`config.mk`:
```
export PLATFORM = sky130hd
export DESIGN_NAME = term_cursor_ctrl
export DESIGN_NICKNAME = d
export VERILOG_FILES = /design/src/rtl/term_cursor_ctrl.sv
export SDC_FILE = /design/constraint.sdc
export NUM_CORES = 1
export LEC_CHECK = 0
export CORE_MARGIN = 10
export CORE_UTILIZATION = 55
export CTS_BUF_LIST = sky130_fd_sc_hd__clkbuf_4 sky130_fd_sc_hd__clkbuf_8 sky130_fd_sc_hd__clkbuf_16
export DETAILED_ROUTE_END_ITERATION = 8
export GPL_TIMING_DRIVEN = 0
export HOLD_SLACK_MARGIN = 0.05
export PLACE_DENSITY = 0.76
export SYNTH_ARGS = -nofsm -noshare
export SYNTH_HDL_FRONTEND = slang
export SYNTH_SLANG_ARGS = --single-unit
```
`constraint.sdc`:
```
create_clock -name clk_50M -period 10.7 [get_ports clk_50M]
set_input_delay 2.14 -clock clk_50M [delete_from_list [all_inputs] [get_ports clk_50M]]
set_output_delay 2.14 -clock clk_50M [all_outputs]
set_load 0.02 [all_outputs]
```
`src/rtl/term_cursor_ctrl.sv`:
```
// Cursor/command sequencer for the terminal character RAM: owns the cursor,
// scrolls by rotating top_row, and drives the RAM's single write port.
module term_cursor_ctrl #(
  parameter int TERM_W = 70,
  parameter int TERM_H = 30,
  parameter int ADDR_W = 12
) (
  input  logic              clk_50M,
  input  logic              clrn,
  input  logic              cmd_valid,
  output logic              cmd_ready,
  input  logic [1:0]        cmd_op,
  input  logic [7:0]        cmd_char,
  output logic              wr_en,
  output logic [ADDR_W-1:0] wr_addr,
  output logic [7:0]        wr_data,
  output logic [ADDR_W-1:0] cursor_idx,
  output logic [4:0]        top_row
);

  localparam int COL_W = $clog2(TERM_W);
  localparam logic [1:0] OP_PUTC      = 2'd0;
  localparam logic [1:0] OP_NEWLINE   = 2'd1;
  localparam logic [1:0] OP_BACKSPACE = 2'd2;
  localparam logic [COL_W-1:0]  COL_LAST = COL_W'(TERM_W - 1);
  localparam logic [4:0]        ROW_LAST = 5'(TERM_H - 1);
  localparam logic [ADDR_W-1:0] W_A      = ADDR_W'(TERM_W);
  localparam logic [ADDR_W-1:0] CELLS_A  = ADDR_W'(TERM_W * TERM_H);

  typedef enum logic [1:0] {IDLE, CHAR_THEN_CLR, CLR_LINE, CLR_ALL} state_t;

  state_t             state_reg;
  logic [4:0]         cur_row_reg;
  logic [COL_W-1:0]   cur_col_reg;
  logic [ADDR_W-1:0]  clr_base_reg;
  logic [ADDR_W-1:0]  clr_cnt_reg;

  logic [5:0]         prow_sum;
  logic [5:0]         prow;
  logic [4:0]         top_inc;
  logic [ADDR_W-1:0]  top_base;
  logic [ADDR_W-1:0]  clr_lim;
  logic               at_bottom;

  // Physical row is a conditional subtract, never a modulo.
  assign prow_sum   = {1'b0, top_row} + {1'b0, cur_row_reg};
  assign prow       = (prow_sum >= 6'(TERM_H)) ? prow_sum - 6'(TERM_H) : prow_sum;
  assign cursor_idx = ADDR_W'(prow) * W_A + ADDR_W'(cur_col_reg);
  assign top_inc    = (top_row == ROW_LAST) ? 5'd0 : top_row + 5'd1;
  assign top_base   = ADDR_W'(top_row) * W_A;
  assign clr_lim    = (state_reg == CLR_ALL) ? CELLS_A : W_A;
  assign at_bottom  = (cur_row_reg == ROW_LAST);
  assign cmd_ready  = (state_reg == IDLE);

  always_ff @(posedge clk_50M or negedge clrn) begin
    if (!clrn) begin
      state_reg    <= IDLE;
      cur_row_reg  <= '0;
      cur_col_reg  <= '0;
      top_row      <= '0;
      clr_base_reg <= '0;
      clr_cnt_reg  <= '0;
      wr_en        <= 1'b0;
      wr_addr      <= '0;
      wr_data      <= '0;
    end else begin
      case (state_reg)
        IDLE: begin
          wr_en <= 1'b0;
          if (cmd_valid) begin
            case (cmd_op)
              OP_PUTC: begin
                wr_en   <= 1'b1;
                wr_addr <= cursor_idx;
                wr_data <= cmd_char;
                if (cur_col_reg == COL_LAST) begin
                  cur_col_reg <= '0;
                  if (!at_bottom) begin
                    cur_row_reg <= cur_row_reg + 5'd1;
                  end else begin
                    // Char write goes out first; the old top row is cleared after.
                    top_row      <= top_inc;
                    clr_base_reg <= top_base;
                    state_reg    <= CHAR_THEN_CLR;
                  end
                end else begin
                  cur_col_reg <= cur_col_reg + COL_W'(1);
                end
              end
              OP_NEWLINE: begin
                cur_col_reg <= '0;
                if (!at_bottom) begin
                  cur_row_reg <= cur_row_reg + 5'd1;
                end else begin
                  top_row     <= top_inc;
                  wr_en       <= 1'b1;
                  wr_addr     <= top_base;
                  wr_data     <= 8'h00;
                  clr_cnt_reg <= ADDR_W'(1);
                  state_reg   <= CLR_LINE;
                end
              end
              OP_BACKSPACE: begin
                if (cur_col_reg != '0) begin
                  cur_col_reg <= cur_col_reg - COL_W'(1);
                  wr_en       <= 1'b1;
                  wr_addr     <= cursor_idx - ADDR_W'(1);
                  wr_data     <= 8'h00;
                end else if (cur_row_reg != '0) begin
                  // At column 0 the previous cell is idx-1, except when wrapping physical row 0.
                  cur_row_reg <= cur_row_reg - 5'd1;
                  cur_col_reg <= COL_LAST;
                  wr_en       <= 1'b1;
                  wr_addr     <= (prow == 6'd0) ? CELLS_A - ADDR_W'(1) : cursor_idx - ADDR_W'(1);
                  wr_data     <= 8'h00;
                end
              end
              default: begin
                cur_row_reg <= '0;
                cur_col_reg <= '0;
                top_row     <= '0;
                wr_en       <= 1'b1;
                wr_addr     <= '0;
                wr_data     <= 8'h00;
                clr_cnt_reg <= ADDR_W'(1);
                state_reg   <= CLR_ALL;
              end
            endcase
          end
        end
        CHAR_THEN_CLR: begin
          wr_en       <= 1'b1;
          wr_addr     <= clr_base_reg;
          wr_data     <= 8'h00;
          clr_cnt_reg <= ADDR_W'(1);
          state_reg   <= CLR_LINE;
        end
        default: begin
          // clr_cnt_reg counts writes already issued; the last one is still on the bus.
          if (clr_cnt_reg == clr_lim) begin
            wr_en     <= 1'b0;
            state_reg <= IDLE;
          end else begin
            wr_addr     <= wr_addr + ADDR_W'(1);
            clr_cnt_reg <= clr_cnt_reg + ADDR_W'(1);
          end
        end
      endcase
    end
  end

endmodule

```
Word level (Yosys, flattened, before mapping)
Cells that the tools add are included.
- bits in registers: 63
- bits of input ports: 13
- word-level logic and storage cells: 108
- add/subtract/negate cells: 11
- multiply operators: 2
- magnitude comparators: 1
- eq/ne operators: 20
- multiplexer cells: 48
- bitwise gates (word level): 1
- reductions and logical operators: 16
- operators by type and width (cell ; number):
    2-to-1 mux 12 bit ; 10
    one-hot mux 12 bit (2 select lines) ; 3
    one-hot mux 12 bit (3 select lines) ; 1
    2-to-1 mux 5 bit ; 7
    2-to-1 mux 8 bit ; 4
    one-hot mux 5 bit (3 select lines) ; 2
    adder 12 x 1 -> 12 bit, second input constant ; 2
    one-hot mux 8 bit (3 select lines) ; 1
    2-to-1 mux 7 bit ; 3
    one-hot mux 8 bit (2 select lines) ; 1
    AND reduction 4 bit ; 4
    one-hot mux 7 bit (2 select lines) ; 1
    adder 12 x 7 -> 12 bit ; 1
    == test 12 bit ; 1
    != test 2 bit, second input constant ; 6
    != test 3 bit, second input constant ; 4
    subtractor 12 x 1 -> 12 bit, second input constant ; 1
    multiplier 5 x 6 -> 11 bit, second input constant ; 1
    multiplier 6 x 6 -> 11 bit, second input constant ; 1
    adder 5 x 1 -> 5 bit, second input constant ; 2
    == test 5 bit, second input constant ; 2
    2-to-1 mux 2 bit ; 5
    AND reduction 5 bit ; 2
    adder 7 x 1 -> 7 bit, second input constant ; 1
    25 further kinds ; 33

Longest topological paths before layout
Gate-level depths: netlist of run 1.
- depth after elaboration: 12
- gate-level depth with buffers: 25
- depth with buffers taken out: 25

Worst setup path before layout of run 1
OpenSTA, ideal clock, no wires.
- path type: register to output
- start: reg top_row[0]
- end: out cursor_idx[11]
- arrival: 5117 ps
- data required time: 8560 ps
- slack: 3443 ps
- stages on the path, launching flop included: 20
- buffers on the path: 0
- cell sequence: dfrtp_1 ha_1 fa_1 xor2_2 o211ai_2 or4_1 and3_4 or2_2 inv_1 ha_1 ha_1 fa_1 ha_1 o21ai_0 a21oi_1 o22a_1 nand3_1 nor2_1 a31oi_2 xnor2_1
- cells in the longest elaborated chain, start to end: 5
- RTL lines (item ; line ; source):
    start, declared ; 18 ; output logic [4:0] top_row
    start signal, assigned ; 82 ; top_row <= top_inc;
    start signal, assigned ; 95 ; top_row <= top_inc;
    adder 5 x 5 -> 6 bit * ; 46 ; assign prow_sum = {1'b0, top_row} + {1'b0, cur_row_reg};
    subtractor 6 x 5 -> 6 bit / greater-or-equal comparator 6 x 5 -> 1 bit (equally long branches) ; 47 ; assign prow = (prow_sum >= 6'(TERM_H)) ? prow_sum - 6'(TERM_H) : prow_sum;
    2-to-1 mux 6 bit * ; 47 ;
    multiplier 6 x 6 -> 11 bit * ; 48 ; assign cursor_idx = ADDR_W'(prow) * W_A + ADDR_W'(cur_col_reg);
    adder 12 x 7 -> 12 bit * ; 48 ;
    end, declared ; 17 ; output logic [ADDR_W-1:0] cursor_idx,
Every way passes the cells marked *; elsewhere a longest branch is shown, timed or not.

Worst setup path in the final report of run 1
Ends and elaborated chain as after synthesis.

==> summary.txt, run 1 <==
Setup path
  – Register-to-register setup slack: about 4.5 ns
  – Cells on worst reg2reg path: 21
  – RR Startpoint: top_row[0]$_DFFE_PN0P_
  – CP Class: flop to output pin
  – Worst EP required: 8.56 ns
  – CP max FO: 11
  – CP Launch Type: flop
  – CP arrival: 6.68 ns
  – Crit path from: top_row[0]$_DFFE_PN0P_
  – CP endpoint kind: output pin
  – Reg2reg end: wr_addr[10]$_DFFE_PN0P_

Power
  – Total power: 998 µW
  – Pwr/cell area: 155 mW/mm²
  – Lkg Pwr: 2.92 nW
  – Switching Share: 41.3%
  – Max VDD drop: 128 µV
  – Seq pwr share: ~34%
  – Int Pwr: 586 µW
  – Clock power frac: 21.5%
  – Net Switching: 412 µW
  – Combinational Power Share: roughly 44%

Clock network
  – CTS buffer count: 9
  – TritonCTS clock tree: yes
  – Root Driver: clkbuf_8
  – Clk Latency, worst-skew pair: ~0.34 ns
  – Clk slew on worst S/H paths: 0.08 ns
  – Maximum clock path buffer count: 2
  – Hold-fix buffers at CTS: 0
  – H-tree level count: 3
  – Post-CTS sizing: 0
  – Clock sinks: 63
  – Post-CTS Setup Bufs: 0

Logic synthesis
  – Syn_nets: 740
  – Simple-Gate Fraction of Synth Area: 20.3%
  – FFs w/ async S/R, synth: 100%
  – Share of the synthesized area in the top cell type: between 20 and 30%
  – Complex-gate fraction of the synthesized area: 20.6%
  – Warnings, synthesis: 0
  – Synthesized flop and latch total: 63
  – Syn_area_per_cell: about 8.4 µm²
  – Syn Inst Count: 661
  – Synth area leaders: dfrtp_1, ha_1, o21ai_0
  – Adder-Cell Fraction of Synth Area: 15.6%
  – Xor-xnor portion of the synthesized cell area: 7.19%
  – Share of the yosys chip area belonging to registers: 28.3%
  – Synth cell types: 65
  – Post-synth design cell area: about 0.0056 mm²
  – Most used DFF post-synth: dfrtp_1
  – Number of synthesized flops with an enable pin: 0
  – Largest family of logic cells by synthesized area: compound AO/OA/AOI/OAI gates
  – Area leader, netlist: dfrtp_1
  – Post-synthesis mux area share: 3.33%

Drt
  – DR vias: 5273
  – WL met2: 7160 µm
  – Initial DRC count: 475
  – Wire length per cell: about 17 µm
  – Routed wl met3: 927 µm
  – Via-to-Cell Ratio: 6.12
  – Remaining DRCs: 0
  – Post-Route WL: 14800 µm
  – WL met1: around 6400 µm
  – Routed Antenna Nets: 0
  – Pre-Repair DR Iteration Count: 5
  – Highest Signal Layer: met4

STA
  – RSZ-0062 raised after global routing: false
  – Fin. max-slew vios: 0
  – Fmax: 113 MHz
  – Measured slew at the worst slew-check pin: a little over 0.9 ns
  – Slew HR: 36.1%
  – Final setup TNS: 0 ns
  – Final hold vios: 0
  – Period Utilization, post-route: 82.4%
  – Post-route worst setup slack: 1.88 ns
  – Final Setup Violations: 0
  – Clock period minus final worst setup slack: 8.82 ns
  – Clock Skew: 0.00784 ns

Global route
  – Antenna violations before repair: 0
  – Vias in the first global route: approximately 5.2k
  – Largest net degree at the start of global routing: 64
  – Global-route wire length before repair: around 25000 µm
  – Grt total ovfl: 0
  – Gr usage total: 20.4%

Worst hold path
  – Hold Crit Class: flop to flop
  – Worst hold start: wr_data[3]$_DFFE_PN0P_
  – Worst Hold End: wr_data[3]$_DFFE_PN0P_
  – Hold Path Cell Cnt: 2

Layout
  – Post-route cell area: around 0.0064 mm²
  – Area Growth Syn to Fin: 15.8%
  – Layout cells sized above 1: 6.46%
  – Fillers: about 870
  – Commonest non-fill, non-tap cell in the layout: dfrtp_1
  – Commonest non-fill, non-tap cells in the layout: dfrtp_1, nor2_1, ha_1
  – Fin nets: 802
  – # diodes: 0

Job
  – Number of max-cap violations: 0

Placed design
  – Area after DPL: 0.00624 mm²
  – DPL Wire Length: 11500 µm
  – Pre-CTS WS: 2.35 ns
  – RePlAce Congestion: about 0.9
  – Port Buffers: 51

Floorplanning
  – Die W: 121 µm
  – Initial Utilization: a little under three fifths
  – Die Area: 0.0146 mm²
  – Core area: 0.00982 mm²
  – Cell Rows: 36
  – Die height: 121 µm
  – Ports: 52

Run status
  – Status: finished clean
logic make-up after synthesis:
logic type	Yosys count
muxes	17
xor gates and xnor gates	44
buffers and inverters	66
and+or+nand+nor	229
adders and majority gates	66
DFF	63
AOI/OAI and AO/OA	176
metal layers:
| layer | vias to the layer above | global-route usage, % |
|---|---|---|
| li1 | 2526 | - |
| met1 | 2521 | 26.4 |
| met2 | 199 | 34.4 |
| met3 | 27 | 3.16 |
| met4 | 0 | 5.96 |
| met5 | - | 0 |
power groups by stage:
| stage | combinational (mW) | clock (mW) | sequential [mW] |
|---|---|---|---|
| 2_1_floorplan | 0.256 | 0 | 0.361 |
| 3_3_place_gp | 0.432 | 0 | 0.342 |
| 3_5_place_dp | 0.443 | 0 | 0.344 |
| 4_1_cts | 0.445 | 0.219 | 0.340 |
| 5_1_grt | 0.490 | 0.227 | 0.350 |
| 6_report | 0.442 | 0.215 | 0.341 |
Yosys cell counts (all sizes together), types with 12 or more instances:
| cell | number |
|---|---|
| dfrtp | 63 |
| a31oi | 12 |
| mux2 | 12 |
| and3 | 12 |
| ha | 60 |
| nor2 | 60 |
| nand3 | 29 |
| xnor2 | 22 |
| xor2 | 22 |
| nor3 | 14 |
| a21oi | 39 |
| o21ai | 51 |
| clkbuf | 20 |
| nand2 | 57 |
| inv | 40 |
worst max-delay path, stage by stage, from the launching register on:
cell and delay [ns]:
dfrtp_1 0.56, ha_1 0.33, fa_1 0.44, xor2_2 0.25
o211ai_2 0.16, or4_1 0.48, and3_4 0.21, or2_2 0.30
inv_1 0.06, ha_1 0.23, ha_1 0.32, fa_1 0.51
ha_1 0.36, o21ai_0 0.11, a21oi_1 0.16, o22a_1 0.23
nand3_1 0.18, nor2_1 0.17, a31oi_2 0.11, xnor2_1 0.45
clkdlybuf4s50_1 0.72
per-stage QoR:
step / hold slack [ns] / utilization [%] / std cells
finish: 0.508 / 65.7 / 861
global route: 0.534 / 65.7 / 861
CTS: 0.509 / 65.7 / 861
detailed placement: 0.491 / 63.6 / 845
global placement: 0.485 / 63.6 / 845
floorplan: 0.480 / - / 661
how the worst max path moves through the flow:
stage | end | slack [ns] | cells after the start
global route | cursor_idx[11] | 1.60 | 20
CTS | cursor_idx[11] | 1.96 | 20
detailed placement | cursor_idx[11] | 2.35 | 20
finish | cursor_idx[11] | 1.88 | 20
floorplan | cursor_idx[11] | 3.44 | 19
global placement | cursor_idx[11] | 2.42 | 20
area by class of cell:
class                      count  area, µm²  share of cell area (%)
buffer                        26        106                    1.65
clock inverter                 7       80.1                    1.24
inverter                      40        150                    2.33
multi-input combinational    532       3740                    57.9
clock buffer                   9        124                    1.92
timing repair buffer          51        508                    7.88
sequential                    63       1580                    24.5
tap                          133        166                    2.58
No activity file was read; power rests on OpenSTA's default activity.
==> inputs of run 2 (changes only) <==
clock period = 8.5 ns   (was 10.7 ns; I/O delays follow)
==> run 2 against run 1 <==
Worst setup slack worse by 1.6 ns. Critical endpoint unchanged. Routed wire length up 0.20%. Largest cell class unchanged. Highest routed layer unchanged. Total power is 26% higher. Utilization increased by 0.077 points.
==> summary.txt, run 2 (synthesis results as in run 1) <==
Power
  – Net Switching: 519 µW
  – Clock power frac: a little over a fifth
  – Int Pwr: 738 µW
  – Pwr/cell area: 195 mW/mm²
  – Lkg Pwr: 2.93 nW
  – Combinational Power Share: 44.3%
  – Max VDD drop: 161 µV
  – Switching Share: 41.3%
  – Seq pwr share: 34.2%

Setup path
  – CP Class: flop to output pin
  – Worst EP required: 6.80 ns
  – CP endpoint kind: output pin
  – CP arrival: 6.51 ns
  – Cell family with most CP delay: adder cells
  – RR Startpoint: top_row[0]$_DFFE_PN0P_
  – Crit-path most repeated cell: ha_1
  – CP Launch Type: flop
  – Critical Path, Cell by Cell: ha_1 -> fa_1 -> xor2_2 -> o211ai_2 -> or4_1 -> and3_4 -> or2_2 -> inv_1 -> ha_1 -> ha_1 -> fa_1 -> ha_1 -> o21ai_0 -> a21oi_1 -> o22a_1 -> nand3_1 -> nor2_1 -> a31oi_2 -> xnor2_2 -> clkdlybuf4s50_1
  – CP max stage delay: 0.68 ns
  – CP max FO: 11
  – CP max-delay cell: clkdlybuf4s50_1
  – Buf/Inv on CP: 2
  – Crit path from: top_row[0]$_DFFE_PN0P_

Clock network
  – Clk Latency, worst-skew pair: 0.34 ns
  – CTS buffer count: 9
  – Maximum clock path buffer count: 2
  – Clk slew on worst S/H paths: 0.08 ns
  – Post-CTS Setup Bufs: 0
  – TritonCTS clock tree: yes
  – H-tree level count: 3
  – Clock sinks: 63
  – Hold-fix buffers at CTS: 0
  – Post-CTS sizing: 0
  – Root Driver: clkbuf_8

Layout
  – # diodes: 0
  – Commonest non-fill, non-tap cell in the layout: dfrtp_1
  – Commonest non-fill, non-tap cells in the layout: dfrtp_1, nor2_1, ha_1
  – Area Growth Syn to Fin: 15.9%
  – Fin nets: roughly 800
  – Finished Layout Cells: ~860
  – Layout cells sized above 1: 6.59%

Drt
  – WL met1: 6360 µm
  – Post-Route WL: 14800 µm
  – Routed Antenna Nets: 0
  – DR vias: ~5.3k
  – Wire length per cell: 17.2 µm
  – Pre-Repair DR Iteration Count: 6
  – Routed wl met3: 957 µm
  – Initial DRC count: ~480
  – Via-to-Cell Ratio: 6.13
  – Highest Signal Layer: met4
  – WL met2: 7180 µm
  – Remaining DRCs: 0

Floorplanning
  – Cell Rows: 36
  – Core area: 0.00982 mm²
  – Die W: 121 µm
  – Die height: 121 µm
  – Ports: 52
  – Die Area: about 0.015 mm²
  – Initial Utilization: 56.7%

Placed design
  – Port Buffers: 51
  – DPL Wire Length: 11500 µm
  – RePlAce Congestion: 0.916
  – Cell Count Post-Placement: roughly 850

STA
  – WHS: 0.508 ns
  – Fmax: 122 MHz
  – Clock Skew: 0.00831 ns
  – Final Setup Violations: 0
  – Slew HR: approximately a third
  – Fin. max-slew vios: 0
  – Clock period minus final worst setup slack: approximately 8.2 ns
  – Final hold vios: 0
  – Period Utilization, post-route: a little over nine tenths
  – Final setup TNS: 0 ns
  – Measured slew at the worst slew-check pin: 0.967 ns

Worst hold path
  – Hold Crit Class: flop to flop
  – Worst hold start: wr_data[3]$_DFFE_PN0P_

Run status
  – Status: finished clean

Global route
  – Gr usage total: between 20% and 30%
  – Grt total ovfl: 0
  – Vias in the first global route: approximately 5.2k
  – Largest net degree at the start of global routing: 64
  – Global-route wire length before repair: 25100 µm
  – Antenna violations before repair: 0

Job
  – Number of max-cap violations: 0
[run 2: cell types whose count changed in the layout (fill, tap and decap cells not counted)]
cell	before	now
xnor2_2	1	2
xnor2_1	21	20
[run 2: final timing paths]
path / slack, ns / cells past startpoint / endpoint
setup / recovery: 0.29 / 20 / cursor_idx[11]
hold / removal: 0.51 / 2 / wr_data[3]$_DFFE_PN0P_
setup reg to reg: 2.29 / 21 / wr_addr[10]$_DFFE_PN0P_
hold reg to reg: 0.51 / 2 / wr_data[3]$_DFFE_PN0P_
max in group asynchronous: 6.51 / 1 / cur_row_reg[4]$_DFFE_PN0P_
min in group asynchronous: 1.44 / 1 / clr_base_reg[10]$_DFFE_PN0P_
[run 2: final cells by class]
type / instances / area, µm²
plain buffers: 26 / 106
clock buffers: 9 / 124
clock inverters: 7 / 80.1
fillers: 864 / 3360
inverters: 40 / 150
multi-input cells: 532 / 3740
flip-flops and latches: 63 / 1580
well taps: 133 / 166
repair buffers: 51 / 508
[run 2: metrics by stage]
stage | utilization, % | power (mW) | worst slack (ns) | area [µm²]
after detailed placement | 63.6 | 0.991 | 0.592 | 6240
after floorplan | - | 0.777 | 1.68 | 5570
final | 65.7 | 1.26 | 0.294 | 6450
after CTS | 65.7 | 1.26 | 0.196 | 6450
after global routing | 65.7 | 1.34 | -0.00271 | 6450
after global placement | 63.6 | 0.974 | 0.662 | 6250
[run 2: routing by layer]
metal	up-vias	global-route usage [%]
li1	2525	-
met1	2512	26.4
met2	210	34.4
met3	30	3.16
met4	0	5.96
met5	-	0
[run 2: worst min-delay path, stage by stage (launching register included)]
cell and delay, ns:
dfrtp_1 0.34, o21ai_0 0.08, nand2_1 0.06
[run 2: power groups by stage]
stage	logic [mW]	clock network (mW)	registers, mW
final	0.557	0.271	0.430
after global routing	0.617	0.286	0.441
after CTS	0.561	0.275	0.428
after detailed placement	0.558	0	0.433
after global placement	0.543	0	0.431
after floorplan	0.323	0	0.455
==> inputs of run 3 (changes only) <==
CTS_BUF_LIST = sky130_fd_sc_hd__clkbuf_4 sky130_fd_sc_hd__clkbuf_8   (was sky130_fd_sc_hd__clkbuf_4 sky130_fd_sc_hd__clkbuf_8 sky130_fd_sc_hd__clkbuf_16)
==> results of run 3 <==
The final DEF is identical to that of run 2; final timing and power are the same.
